--- config.mk ---
export PLATFORM = sky130hd
export DESIGN_NAME = count_uart_tx
export DESIGN_NICKNAME = d
export VERILOG_FILES = /design/src/rtl/count_uart_pkg.sv /design/src/rtl/count_uart_baud_tick.sv /design/src/rtl/count_uart_tx.sv
export SDC_FILE = /design/constraint.sdc
export NUM_CORES = 1
export LEC_CHECK = 0
export ABC_AREA = 1
export CORE_UTILIZATION = 48
export CTS_BUF_LIST = sky130_fd_sc_hd__clkbuf_16
export DETAILED_ROUTE_END_ITERATION = 7
export GPL_TIMING_DRIVEN = 0
export HOLD_SLACK_MARGIN = 0.05
export MAX_ROUTING_LAYER = met4
export PLACE_DENSITY = 0.76
export SKIP_CTS_REPAIR_TIMING = 1
export SLEW_MARGIN = 10
export SYNTH_ARGS = -nofsm -noshare
export SYNTH_HDL_FRONTEND = slang
export SYNTH_SLANG_ARGS = --single-unit
--- constraint.sdc ---
create_clock -name clk -period 1.5 [get_ports clk]
set_input_delay 0.45 -clock clk [delete_from_list [all_inputs] [get_ports clk]]
set_output_delay 0.45 -clock clk [all_outputs]
set_load 0.02 [all_outputs]
--- src/rtl/count_uart_pkg.sv ---
// Shared encodings and frame constants for the count UART transmitter.
package count_uart_pkg;

  typedef enum logic [2:0] {
    IDLE   = 3'd0,
    START  = 3'd1,
    DATA   = 3'd2,
    PARITY = 3'd3,
    STOP   = 3'd4
  } state_t;

  localparam int FRAME_BITS_8N1 = 10;
  localparam int FRAME_BITS_PAR = 11;

endpackage

--- src/rtl/count_uart_baud_tick.sv ---
// Bit-period timer: tick is high in the last cycle of each serial bit.
module count_uart_baud_tick #(
  parameter int CLKS_PER_BIT = 16
) (
  input  logic clk,
  input  logic rst_n,
  input  logic clear,
  output logic tick
);

  localparam int CW = (CLKS_PER_BIT > 1) ? $clog2(CLKS_PER_BIT) : 1;
  localparam logic [CW-1:0] LAST = CW'(CLKS_PER_BIT - 1);
  localparam logic [CW-1:0] PRE  = CW'(CLKS_PER_BIT - 2);

  logic [CW-1:0] cnt;

  // tick is registered one count early so it lines up with cnt == LAST
  always_ff @(posedge clk or negedge rst_n) begin
    if (!rst_n) begin
      cnt  <= '0;
      tick <= 1'b0;
    end else if (clear) begin
      cnt  <= '0;
      tick <= 1'b0;
    end else begin
      cnt  <= (cnt == LAST) ? '0 : cnt + 1'b1;
      tick <= (cnt == PRE);
    end
  end

endmodule

--- src/rtl/count_uart_tx.sv ---
// Serial transmitter for the running count: 8N1 frames, or 8E1 when
// COUNT_UART_TX_PARITY_EN is defined.
module count_uart_tx
  import count_uart_pkg::*;
#(
  parameter int CLKS_PER_BIT = 16,
  parameter int DATA_W       = 8
) (
  input  logic              clk,
  input  logic              rst_n,
  input  logic              ena,
  input  logic [DATA_W-1:0] tx_data,
  input  logic              tx_valid,
  output logic              tx_ready,
  output logic              tx_serial,
  output logic              tx_busy,
  output logic              frame_done
);

  localparam int IW = $clog2(DATA_W);

  state_t            state;
  logic [DATA_W-1:0] shift;
  logic [IW-1:0]     bit_idx;
  logic              ready_q;
  logic              tick;
  logic              accept;

  // ready_q keeps tx_ready low through reset and the first edge after release
  assign tx_ready   = ready_q && ena;
  assign accept     = tx_valid && tx_ready;
  assign frame_done = (state == STOP) && tick;

  count_uart_baud_tick #(.CLKS_PER_BIT(CLKS_PER_BIT)) u_baud (
    .clk  (clk),
    .rst_n(rst_n),
    .clear(accept),
    .tick (tick)
  );

`ifdef COUNT_UART_TX_PARITY_EN
  logic parity_q;

  always_ff @(posedge clk or negedge rst_n) begin
    if (!rst_n)      parity_q <= 1'b0;
    else if (accept) parity_q <= ^tx_data;
  end
`endif

  always_ff @(posedge clk or negedge rst_n) begin
    if (!rst_n) begin
      state     <= IDLE;
      shift     <= '0;
      bit_idx   <= '0;
      tx_serial <= 1'b1;
      tx_busy   <= 1'b0;
      ready_q   <= 1'b0;
    end else begin
      case (state)
        IDLE: begin
          ready_q <= 1'b1;
          if (accept) begin
            state     <= START;
            shift     <= tx_data;
            bit_idx   <= '0;
            tx_serial <= 1'b0;
            tx_busy   <= 1'b1;
            ready_q   <= 1'b0;
          end
        end
        START: if (tick) begin
          state     <= DATA;
          tx_serial <= shift[0];
        end
        DATA: if (tick) begin
          if (bit_idx == IW'(DATA_W - 1)) begin
`ifdef COUNT_UART_TX_PARITY_EN
            state     <= PARITY;
            tx_serial <= parity_q;
`else
            state     <= STOP;
            tx_serial <= 1'b1;
`endif
          end else begin
            bit_idx   <= bit_idx + 1'b1;
            shift     <= shift >> 1;
            tx_serial <= shift[1];
          end
        end
        PARITY: if (tick) begin
          state     <= STOP;
          tx_serial <= 1'b1;
        end
        STOP: if (tick) begin
          state   <= IDLE;
          tx_busy <= 1'b0;
          ready_q <= 1'b1;
        end
        default: begin
          state     <= IDLE;
          tx_serial <= 1'b1;
          tx_busy   <= 1'b0;
        end
      endcase
    end
  end

endmodule

==> metrics.md <==
| Metric | Value |
|---|---|
| Worst-Margin Slew | `976 ps` |
| CP Launch Type | `register` |
| Post-Layout Inst Area | `1710 µm²` |
| ANT nets after route | `0` |
| Sequential fraction of the synthesis area | `0.467` |
| Die width | `51.6 µm` |
| Final hold violation count | `0` |
| Failing checks | `setup timing` |
| Max_cap viols | `0` |
| I/O pin cnt | `16` |
| Max stage delay on crit path | `460 ps` |
| Synth area leader | `dfrtp_1` |
| Largest net degree at the start of global routing | `23` |
| Worst EP arrival | `1170 ps` |
| HP Class | `input port to async pin` |
| Total gr overflow | `0` |
| Final period utilization | `1.08` |
| Most common cell on crit path | `nor2_4` |
| CP Cell Sequence | `nor2_4 -> nand2_2 -> nor2_4 -> buf_6` |
| CTS tree | `yes` |
| Worst setup margin | `-120 ps` |
| Leak | `0.000901 µW` |
| Synthesized area per cell | `7.99 µm²` |
| Post-route minimum period | `1620 ps` |
| Setup CP Type | `register to primary output` |
| Synth async-reset ratio | `1.00` |
| Fin nets | `194` |
| VDD IR max | `0.00134 V` |
| ANT cells | `0` |
| First-pass GRT wire length | `4100 µm` |
| First drt pass iteration count | `4` |
| Final HPWL DP | `1670 µm` |
| Synth-to-Final Area Change | `44.3%` |
| Final Max Slew Viols | `0` |
| Sink Count | `22` |
| Slowest-stage cell, CP | `dfrtp_2` |
| Filler cell count | `142` |
| H-tree Lvls | `1` |
| #FFs+latches synth | `22` |
| Overall global routing resource usage | `0.214` |
| Placed Area | `1370 µm²` |
| Clock skew | `5.65 ps` |
| Status | `finished with violations` |
| Yosys warnings | `0` |
| Via count | `1,084` |
| 1st-iter DRT viols | `39` |
| DIE HEIGHT | `51.6 µm` |
| Pwr dens | `2040 nW/µm²` |
| CP endpoint kind | `primary output` |
| Most frequent cell after synthesis | `nand2_1` |
| Rel. slew slack | `0.349` |
| Clock latency on the worst-skew pair | `250 ps` |
| Top post-synthesis cells by area | `dfrtp_1 44%, nand2_1 18%, nand3_1 6.8%` |
| Input/output buffers | `15` |
| Residual DRC | `0` |
| Routability cong. | `0.891` |
| F_max | `0.617 GHz` |
| Syn Nets | `164` |
| TritonCTS buffer count | `3` |
| Post-synth EDFFs | `0` |
| Final hold slack | `343 ps` |
| Synth Cell Area | `1180 µm²` |
| Post-Syn Instances | `148` |
| Layout cells sized above 1 | `0.311` |
| Vias per cell | `5.29` |
| Initial core utilization | `0.520` |
| Top FF cell, synth | `dfrtp_1` |
| Share of the synthesized area in the top cell type | `0.444` |
| Post-DR wirelength/cell | `13.6 µm` |
| Final number of setup-violating endpoints | `12` |
| CTS max path bufs | `2` |
| WP data required | `1050 ps` |
| Final wirelength | `2790 µm` |
| RSZ-0062 raised after global routing | `yes` |
| Number of antenna violations at the first check in global routing | `0` |
| Synth cell types | `23` |
| Clk slew on worst S/H paths | `60 ps` |
| FP Rows | `17` |
| Vias in the first global route | `960` |
| Core ar. | `2280 µm²` |
| Root cell of the clock tree | `clkbuf_16` |
| Die area | `2670 µm²` |
| Synth cell count leaders | `58 x nand2_1, 21 x dfrtp_1, 16 x nand3_1` |
| Crit-path max FO | `4` |
[critical path: cells and delay by family (launching register included)]
family / cells / cell delay [ps]
simple gates: 3 / 340
buf+inv: 1 / 120
flops: 1 / 460
[flip-flops by register name (all words and copies together), names as in the netlist]
signal       cells
tx_serial        1
tx_busy          1
u_baud.tick      1
u_baud.cnt       4
state            3
ready_q          1
bit_idx          3
shift            8
[cell families after synthesis]
| kind of cell | synth area share |
|---|---|
| AND/OR/NAND/NOR | 0.355 |
| flip-flops | 0.467 |
| buffers and inverters | 0.0540 |
| AO/OA/AOI/OAI | 0.0751 |
| adder cells (fa/ha/maj) | 0.0423 |
| XOR/XNOR | 0.00741 |
[worst paths after layout]
check                           slack (ps)    endpoint  cells past startpoint  startpoint
worst min register to register         480     tx_busy                      2     tx_busy
min in group clk                       480     tx_busy                      2     tx_busy
worst max-delay path                  -120  frame_done                      4    state[0]
worst min-delay path                   340     tx_busy                      1       rst_n
worst max register to register         -70    shift[3]                      9  bit_idx[1]
max in group asynchronous              490    state[0]                      1       rst_n
[area by class of cell]
type                            count  area (µm²)  area share
Multi-Input combinational cell    112         672       0.394
Sequential cell                    22         556       0.326
Timing Repair Buffer               25         265       0.155
Clock buffer                        3        75.1      0.0440
Inverter                           12        47.5      0.0279
Tap cell                           28        35.0      0.0205
Clock inverter                      1        30.0      0.0176
Buffer                              2        26.3      0.0154
[placed cells by master, fill, tap and decap left out, types with 2 or more instances in the layout]
master and instances:
inv_1 9, ha_1 2, nand2_2 11, nand3_4 2
buf_6 5, nand3_1 13, inv_2 2, o21ai_2 2
or2_2 2, nand2_4 6, nor2_1 9, dlymetal6s2s_1 5
nand2_1 45, o21ai_0 6, dfrtp_1 18, clkdlybuf4s50_1 8
clkbuf_16 4, buf_4 7, nor2_4 3, dfrtp_2 3
[routing by layer]
layer / part of all wire / track usage / vias up / wire length (µm)
li1: - / - / 524 / -
met1: 0.41 / 0.251 / 524 / 1150
met2: 0.53 / 0.348 / 30 / 1490
met3: 0.040 / 0.0614 / 6 / 111
met4: 0.014 / 0.0811 / 0 / 38
met5: 0 / - / - / 0
[through the flow]
step	setup TNS, ps	cells	setup slack (ps)	util	power [µW]
after floorplan	0	148	36.3	-	1890
after global placement	-11110	191	-551	0.603	2150
after detailed placement	-11650	191	-568	0.603	2210
after CTS	-4250	195	-737	0.649	2970
after global routing	-1370	205	-152	0.750	3740
final	-617	205	-120	0.750	3480
[report_power, final]
group	internal [µW]	leakage, µW	switching [µW]
logic	781	0.000578	899
registers	835	0.000273	220
clock network	530	0.0000511	212
total	2150	0.000901	1330
Power figures use the tool's default switching activity.
